File: config.mk
export PLATFORM = sky130hd
export DESIGN_NAME = conv3x3_filter_engine
export DESIGN_NICKNAME = d
export VERILOG_FILES = /design/src/rtl/conv3x3_filter_engine_pkg.sv /design/src/rtl/conv3x3_filter_engine_mac_tree.sv /design/src/rtl/conv3x3_filter_engine.sv
export SDC_FILE = /design/constraint.sdc
export NUM_CORES = 2
export LEC_CHECK = 0
export BUFFER_PORTS_ARGS = -buffer_cell sky130_fd_sc_hd__clkbuf_2
export CORE_ASPECT_RATIO = 0.5
export CORE_MARGIN = 2
export CORE_UTILIZATION = 40
export DETAILED_ROUTE_END_ITERATION = 6
export GPL_TIMING_DRIVEN = 1
export PLACE_DENSITY_LB_ADDON = 0.2
export SYNTH_ARGS = -nofsm -noshare
export SYNTH_HDL_FRONTEND = slang
export SYNTH_SLANG_ARGS = --single-unit
File: constraint.sdc
create_clock -name clk -period 6.05 [get_ports clk]
set_clock_uncertainty 0.15 [all_clocks]
set_input_delay 0.3025 -clock clk [delete_from_list [all_inputs] [get_ports clk]]
set_output_delay 0.3025 -clock clk [all_outputs]
set_load 0.005 [all_outputs]
File: src/rtl/conv3x3_filter_engine_pkg.sv
// Shared constants, widths and types for the 3x3 convolution filter engine.
package filter_pkg;

  localparam int TAPS       = 9;
  localparam int PIPE_LAT   = 4;
  localparam int CENTER_TAP = 4;

  // Default datapath widths (8-bit pixels, 8-bit signed coefficients).
  localparam int DEF_PIXEL_SIZE = 8;
  localparam int DEF_COEF_WIDTH = 8;

  // Product of a zero-extended pixel and a signed coefficient.
  function automatic int prod_width(input int pixel_size, input int coef_width);
    return pixel_size + coef_width + 1;
  endfunction

  // Nine products summed: 4 guard bits cover the worst case without overflow.
  function automatic int sum_width(input int pixel_size, input int coef_width);
    return prod_width(pixel_size, coef_width) + 4;
  endfunction

  localparam int PROD_W = DEF_PIXEL_SIZE + DEF_COEF_WIDTH + 1;
  localparam int SUM_W  = PROD_W + 4;

  // Taps whose coefficient is 1 in the identity kernel; all others are 0.
  localparam logic [TAPS-1:0] IDENTITY_KERNEL = 9'b0_0001_0000;

  typedef enum logic {
    COMMIT_IDLE = 1'b0,
    COMMIT_PEND = 1'b1
  } commit_state_e;

endpackage

File: src/rtl/conv3x3_filter_engine_mac_tree.sv
// S1..S3 of the filter: nine signed products, three row sums, one total.
// Pure datapath with a valid shift register; no control of its own.
module conv3x3_mac_tree
  import filter_pkg::*;
#(
  parameter int PIXEL_SIZE = 8,
  parameter int COEF_WIDTH = 8
) (
  input  logic                                               clk,
  input  logic                                               reset,
  input  logic [PIXEL_SIZE*TAPS-1:0]                         i_window,
  input  logic                                               i_window_vld,
  input  logic [COEF_WIDTH*TAPS-1:0]                         i_coefs,
  output logic signed [sum_width(PIXEL_SIZE, COEF_WIDTH)-1:0] o_sum,
  output logic                                               o_sum_vld,
  output logic [2:0]                                         o_stage_vld
);

  localparam int PROD_L = prod_width(PIXEL_SIZE, COEF_WIDTH);
  localparam int ROW_L  = PROD_L + 2;
  localparam int SUM_L  = sum_width(PIXEL_SIZE, COEF_WIDTH);

  logic [PIXEL_SIZE-1:0]        pix  [TAPS];
  logic signed [COEF_WIDTH-1:0] coef [TAPS];

  logic signed [PROD_L-1:0] prod_q [TAPS];
  logic signed [PROD_L-1:0] prod_d [TAPS];
  logic signed [ROW_L-1:0]  row_q  [3];
  logic signed [ROW_L-1:0]  row_d  [3];
  logic signed [SUM_L-1:0]  sum_q;
  logic signed [SUM_L-1:0]  sum_d;
  logic [2:0]               vld_q;
  logic [2:0]               vld_d;

  generate
    for (genvar gi = 0; gi < TAPS; gi++) begin : g_unpack
      assign pix[gi]  = i_window[gi*PIXEL_SIZE +: PIXEL_SIZE];
      assign coef[gi] = i_coefs[gi*COEF_WIDTH +: COEF_WIDTH];
    end
  endgenerate

  // Next-state for all three stages; each stage holds its data when its input valid is low.
  always_comb begin
    for (int k = 0; k < TAPS; k++) begin
      prod_d[k] = i_window_vld ?
                  (PROD_L'($signed({1'b0, pix[k]})) * PROD_L'(coef[k])) : prod_q[k];
    end
    for (int r = 0; r < 3; r++) begin
      row_d[r] = vld_q[0] ?
                 (ROW_L'(prod_q[3*r]) + ROW_L'(prod_q[3*r+1]) + ROW_L'(prod_q[3*r+2])) :
                 row_q[r];
    end
    sum_d = vld_q[1] ? (SUM_L'(row_q[0]) + SUM_L'(row_q[1]) + SUM_L'(row_q[2])) : sum_q;
    vld_d = {vld_q[1:0], i_window_vld};
  end

  // Stage registers; reset drops every window in flight.
  always_ff @(posedge clk) begin
    if (reset) begin
      vld_q <= '0;
      sum_q <= '0;
      for (int k = 0; k < TAPS; k++) prod_q[k] <= '0;
      for (int r = 0; r < 3; r++)    row_q[r]  <= '0;
    end else begin
      vld_q <= vld_d;
      sum_q <= sum_d;
      for (int k = 0; k < TAPS; k++) prod_q[k] <= prod_d[k];
      for (int r = 0; r < 3; r++)    row_q[r]  <= row_d[r];
    end
  end

  assign o_sum       = sum_q;
  assign o_sum_vld   = vld_q[2];
  assign o_stage_vld = vld_q;

endmodule

File: src/rtl/conv3x3_filter_engine.sv
// 3x3 programmable convolution: shadow/active kernel banks with a safe commit,
// MAC tree, round/shift/saturate output stage and a per-line done pulse.
module conv3x3_filter_engine
  import filter_pkg::*;
#(
  parameter int PIXEL_SIZE  = 8,
  parameter int IMAGE_WIDTH = 512,
  parameter int COEF_WIDTH  = 8
) (
  input  logic                       clk,
  input  logic                       reset,
  input  logic [PIXEL_SIZE*9-1:0]    i_window,
  input  logic                       i_window_vld,
  input  logic                       i_coef_wr,
  input  logic [3:0]                 i_coef_addr,
  input  logic [COEF_WIDTH-1:0]      i_coef_data,
  input  logic [3:0]                 i_shift,
  input  logic                       i_commit,
  output logic [PIXEL_SIZE-1:0]      o_pixel,
  output logic                       o_pixel_vld,
  output logic                       o_line_done,
  output logic                       o_commit_busy
);

  localparam int SUM_L = sum_width(PIXEL_SIZE, COEF_WIDTH);
  localparam int RND_L = SUM_L + 1;
  localparam int CNT_W = (IMAGE_WIDTH > 1) ? $clog2(IMAGE_WIDTH) : 1;
  localparam logic signed [RND_L-1:0] PIX_MAX = RND_L'((1 << PIXEL_SIZE) - 1);
  localparam logic [CNT_W-1:0]        CNT_LAST = CNT_W'(IMAGE_WIDTH - 1);

  // Kernel banks and commit control.
  logic signed [COEF_WIDTH-1:0] shadow_q [TAPS];
  logic signed [COEF_WIDTH-1:0] shadow_d [TAPS];
  logic signed [COEF_WIDTH-1:0] active_q [TAPS];
  logic signed [COEF_WIDTH-1:0] active_d [TAPS];
  logic [3:0]                   shift_q;
  logic [3:0]                   shift_d;
  commit_state_e                state_q;
  commit_state_e                state_d;
  logic                         copy_en;
  logic                         pipe_quiet;
  logic [COEF_WIDTH*TAPS-1:0]   active_flat;

  // MAC tree interface.
  logic signed [SUM_L-1:0] mac_sum;
  logic                    mac_vld;
  logic [2:0]              mac_stage_vld;

  // Output stage.
  logic signed [RND_L-1:0] sum_ext;
  logic signed [RND_L-1:0] round_inc;
  logic signed [RND_L-1:0] rounded;
  logic signed [RND_L-1:0] shifted;
  logic [PIXEL_SIZE-1:0]   clamped;
  logic [PIXEL_SIZE-1:0]   pixel_q;
  logic [PIXEL_SIZE-1:0]   pixel_d;
  logic                    pixel_vld_q;
  logic                    pixel_vld_d;
  logic                    line_done_q;
  logic                    line_done_d;
  logic [CNT_W-1:0]        line_cnt_q;
  logic [CNT_W-1:0]        line_cnt_d;

  // The kernel may only swap when no window is in S1..S4 and none is arriving.
  assign pipe_quiet = ~(|mac_stage_vld) & ~pixel_vld_q & ~i_window_vld;

  // Commit FSM: copy immediately when quiet, otherwise wait in PEND for the first quiet cycle.
  always_comb begin
    state_d = state_q;
    copy_en = 1'b0;
    case (state_q)
      COMMIT_IDLE: begin
        if (i_commit) begin
          if (pipe_quiet) copy_en = 1'b1;
          else            state_d = COMMIT_PEND;
        end
      end
      COMMIT_PEND: begin
        if (pipe_quiet) begin
          copy_en = 1'b1;
          state_d = COMMIT_IDLE;
        end
      end
      default: state_d = COMMIT_IDLE;
    endcase
  end

  // Kernel bank updates: the copy reads the old shadow, so a same-cycle write is not copied.
  always_comb begin
    shift_d = shift_q;
    for (int k = 0; k < TAPS; k++) begin
      shadow_d[k] = shadow_q[k];
      active_d[k] = active_q[k];
    end
    if (copy_en) begin
      shift_d = i_shift;
      for (int k = 0; k < TAPS; k++) active_d[k] = shadow_q[k];
    end
    for (int k = 0; k < TAPS; k++) begin
      if (i_coef_wr && (i_coef_addr == 4'(k))) shadow_d[k] = i_coef_data;
    end
  end

  // Control and kernel registers; both banks come out of reset as the identity kernel.
  always_ff @(posedge clk) begin
    if (reset) begin
      state_q <= COMMIT_IDLE;
      shift_q <= '0;
      for (int k = 0; k < TAPS; k++) begin
        shadow_q[k] <= IDENTITY_KERNEL[k] ? COEF_WIDTH'(1) : '0;
        active_q[k] <= IDENTITY_KERNEL[k] ? COEF_WIDTH'(1) : '0;
      end
    end else begin
      state_q <= state_d;
      shift_q <= shift_d;
      for (int k = 0; k < TAPS; k++) begin
        shadow_q[k] <= shadow_d[k];
        active_q[k] <= active_d[k];
      end
    end
  end

  // Flatten the active kernel for the MAC tree.
  always_comb begin
    active_flat = '0;
    for (int k = 0; k < TAPS; k++) active_flat[k*COEF_WIDTH +: COEF_WIDTH] = active_q[k];
  end

  conv3x3_mac_tree #(
    .PIXEL_SIZE (PIXEL_SIZE),
    .COEF_WIDTH (COEF_WIDTH)
  ) u_mac_tree (
    .clk          (clk),
    .reset        (reset),
    .i_window     (i_window),
    .i_window_vld (i_window_vld),
    .i_coefs      (active_flat),
    .o_sum        (mac_sum),
    .o_sum_vld    (mac_vld),
    .o_stage_vld  (mac_stage_vld)
  );

  // S4: round half up, arithmetic shift, clamp to the unsigned pixel range; count pixels per line.
  always_comb begin
    sum_ext   = RND_L'(mac_sum);
    round_inc = (shift_q != 4'd0) ? (RND_L'(1) << (shift_q - 4'd1)) : '0;
    rounded   = sum_ext + round_inc;
    shifted   = rounded >>> shift_q;
    if (shifted[RND_L-1])       clamped = '0;
    else if (shifted > PIX_MAX) clamped = '1;
    else                        clamped = shifted[PIXEL_SIZE-1:0];

    pixel_vld_d = mac_vld;
    pixel_d     = mac_vld ? clamped : pixel_q;
    line_done_d = mac_vld && (line_cnt_q == CNT_LAST);
    line_cnt_d  = line_cnt_q;
    if (mac_vld) line_cnt_d = (line_cnt_q == CNT_LAST) ? '0 : line_cnt_q + 1'b1;
  end

  // Output registers.
  always_ff @(posedge clk) begin
    if (reset) begin
      pixel_q     <= '0;
      pixel_vld_q <= 1'b0;
      line_done_q <= 1'b0;
      line_cnt_q  <= '0;
    end else begin
      pixel_q     <= pixel_d;
      pixel_vld_q <= pixel_vld_d;
      line_done_q <= line_done_d;
      line_cnt_q  <= line_cnt_d;
    end
  end

  assign o_pixel       = pixel_q;
  assign o_pixel_vld   = pixel_vld_q;
  assign o_line_done   = line_done_q;
  assign o_commit_busy = (state_q == COMMIT_PEND);

endmodule

==> results.py <==
metrics = {
    "outcome": {
        "status": "complete, no violations",
    },
    "timing": {
        "finalCritPeriodShare": 0.876,
        "maxSlewHeadroom": 0.195,
        "finalSetupViolCount": 0,
        "rsz0062_at_grt": "false",
        "hold_viol_final": 0,
        "fin_setup_tns_ns": 0,
        "postLayoutSetupSlackWorst_ns": 0.750,
        "fmax_mhz": 189,
        "worst_slew_pin_slew_ns": 1.21,
        "slew_violations": 0,
        "fin_crit_ns": 5.30,
    },
    "placed_design": {
        "dp.cells": 5841,
        "place_area_um2": 41300,
        "gp_congestion": 0.874,
        "dp_hpwl_mm": 81.5,
        "dp_slack_ns": 0.804,
        "io_buffers": 103,
    },
    "setup_path": {
        "end_kind": "flop",
        "cp_slowest_cell": "fa_1",
        "path_max_fanout": 9,
        "crit_start": "active_q[0][31]$_SDFFE_PP0P_",
        "crit_family": "adder cells",
        "cp_num_buf_inv": 4,
        "crit_arrival_ns": 5.62,
        "criticalPathCategory": "reg -> reg",
        "cp_data_required_time_ns": 6.37,
        "crit_path_max_incr_delay_ns": 0.53,
        "startpoint_type": "flop",
        "r2r-start": "active_q[0][31]$_SDFFE_PP0P_",
        "path_cells": "inv_1 > fa_1 > fa_1 > inv_1 > fa_1 > inv_1 > fa_1 > inv_1 > ha_1 > o21ai_0 > a21boi_0 > o21ai_0 > a21boi_0 > o21ai_0 > a21boi_0 > o21ai_0 > a2111oi_0 > a211oi_1",
    },
    "final_layout": {
        "fin_nets": 5553,
        "layout_commonest_cell": "inv_1",
        "diodes": 0,
        "fillers": 9773,
        "fin_area_um2": 43000,
        "syn_to_final_growth_pct": 8.93,
        "layout_common_cells": "inv_1 (579), nand2_1 (506), ha_1 (475)",
        "drive_gt1_frac": 0.0520,
        "regArea_um2": 8050,
        "fin_util": 0.440,
        "final-instance-count-excl-fill": 5939,
        "multi_input_comb_area_um2": 28600,
    },
    "global_route": {
        "antenna_found_initial": 1,
        "grtUsageTotal": 0.211,
        "grt_pass1_vias": 30670,
        "grt_max_degree": 185,
        "overflow": 0,
        "grt_pass1_wl_mm": 169,
    },
    "route": {
        "vias": 30956,
        "top_layer_used": "met5",
        "dr.pass1.iters": 5,
        "ant_nets": 0,
        "drc": 0,
        "wl_met2_mm": 45.5,
        "wl_met1_mm": 51.0,
        "wl_per_cell_um": 17.8,
        "wl_met3_mm": 6.18,
        "viasPerCell": 5.21,
        "drt-initial-drc-count": 1884,
        "finalWirelength_mm": 106,
    },
    "yosys": {
        "synth_warnings": 0,
        "synth_ff_type": "dfxtp_1",
        "syn_avg_cell_area_um2": 8.69,
        "syn_nets": 5515,
        "synthCells": 4539,
        "ys_ff_latch": 402,
        "synth_edf_count": 0,
        "yosysSeqAreaShare": 0.204,
        "netlist-cell-type-count": 84,
        "async_flop_share": 0,
        "netlist_area_um2": 39400,
    },
    "cts": {
        "path_clk_slew_ns": 0.06,
        "clockBufferDepth": 3,
        "cts_root_buffer": "clkbuf_16",
        "cts_max_level": 2,
        "clk_latency_ns": 0.61,
        "cts_sinks": 402,
        "post_cts_buffers": 0,
        "cts_tree": "yes",
        "numCtsBuffers": 43,
    },
    "power": {
        "p_leak_nw": 20.4,
        "peakVddDrop_mv": 0.184,
        "powerDensity_nw_per_um2": 147,
    },
    "floorplanning": {
        "row_count": 81,
        "die_x_um": 448,
        "chipHeight_um": 226,
        "start_util": 0.404,
        "ioPinCount": 104,
        "dieArea_um2": 101000,
        "coreArea_um2": 97700,
    },
    "hold_path": {
        "hp-class": "in -> reg",
        "worstHoldStart": "i_window[8]",
    },
    "job": {
        "cap_violations": 0,
    },
}
## report_power, final
part,internal (mW),switching (mW)
Sequential,2.69,0.0492
Combinational,0.199,0.422
Clock,1.65,1.29
## area by class of cell
class,instances,share of cell area
Tap cell,1328,0.0387
Timing Repair Buffer,146,0.0213
Clock buffer,54,0.0272
Multi-Input combinational cell,3402,0.667
Clock inverter,25,0.00792
Inverter,582,0.0509
Sequential cell,402,0.187
## flip-flops by register name (all words and copies together), names as in the netlist
signal and count:
shift_q 4, active_q 72, o_line_done 1, o_pixel_vld 1
u_mac_tree.row_q 57, u_mac_tree.prod_q 153, u_mac_tree.o_stage_vld 3, o_commit_busy 1
line_cnt_q 9, u_mac_tree.o_sum 21, o_pixel 8, shadow_q 72
## cell usage after synthesis (all sizes together) (17+ instances only)
cell type	number	area [um^2]
inv	580	2180
a21oi	241	1210
o31ai	18	149
a21boi	18	135
o21ai	112	564
nand4	18	113
o31a	18	158
or3	31	194
dfxtp	402	8050
and3	26	168
clkbuf	127	478
nor2	415	1560
and2	318	1990
xnor2	77	693
buf	26	114
nand3	60	300
mux2i	163	1630
o22ai	17	113
nor2b	32	200
nand2b	55	344
a21o	36	270
fa	408	8170
xor2	38	333
nor3b	24	180
ha	475	5940
nand2	507	1910
nor3	66	330
a211oi	52	400
## through the flow
stage	hold WS (ns)	power (mW)
finish	0.0536	6.29
global route	0.0382	6.53
CTS	0.0192	6.37
detailed placement	0.294	3.40
global placement	0.285	3.39
floorplan	0.281	3.14
## path summary, 6_finish.rpt
check                                     endpoint  cells past startpoint  slack, ns
max          u_mac_tree.prod_q[0][67]$_SDFFE_PP0P_                     18       0.75
min          u_mac_tree.prod_q[0][17]$_SDFFE_PP0P_                      3       0.05
min reg2reg           active_q[0][52]$_SDFFE_PP0P_                      2       0.30
max reg2reg  u_mac_tree.prod_q[0][67]$_SDFFE_PP0P_                     18       0.75
## timing repair
item | CTS | global route
gates resized for setup | 0 | 0
endpoints found under the setup margin | 0 | 0
endpoints found under the hold margin | 46 | 0
hold buffers | 19 | 0
## worst register-to-register path, cell delays in order, from the launching register on
cell       delay, ns
dfxtp_1         0.51
inv_1           0.15
fa_1            0.53
fa_1            0.53
inv_1           0.06
fa_1            0.53
inv_1           0.05
fa_1            0.47
inv_1           0.04
ha_1            0.28
o21ai_0         0.10
a21boi_0        0.28
o21ai_0         0.14
a21boi_0        0.25
o21ai_0         0.16
a21boi_0        0.26
o21ai_0         0.15
a2111oi_0       0.46
a211oi_1        0.08
## logic make-up (layout without fill, tap and decap cells)
family	count (synthesis)	after routing	share of synthesized area
AOI/OAI and AO/OA	649	649	0.106
xor gates and xnor gates	115	115	0.0260
adders and majority gates	883	883	0.358
buffers and inverters	735	807	0.0704
DFF	402	402	0.204
muxes	171	171	0.0454
other	1	1	0.0000951
and+or+nand+nor	1583	1583	0.191
## routing by layer
layer / global-route usage / vias up
li1: - / 15004
met1: 0.302 / 15240
met2: 0.325 / 574
met3: 0.0384 / 136
met4: 0.0547 / 2
met5: 0 / -
Power figures use the tool's default switching activity.
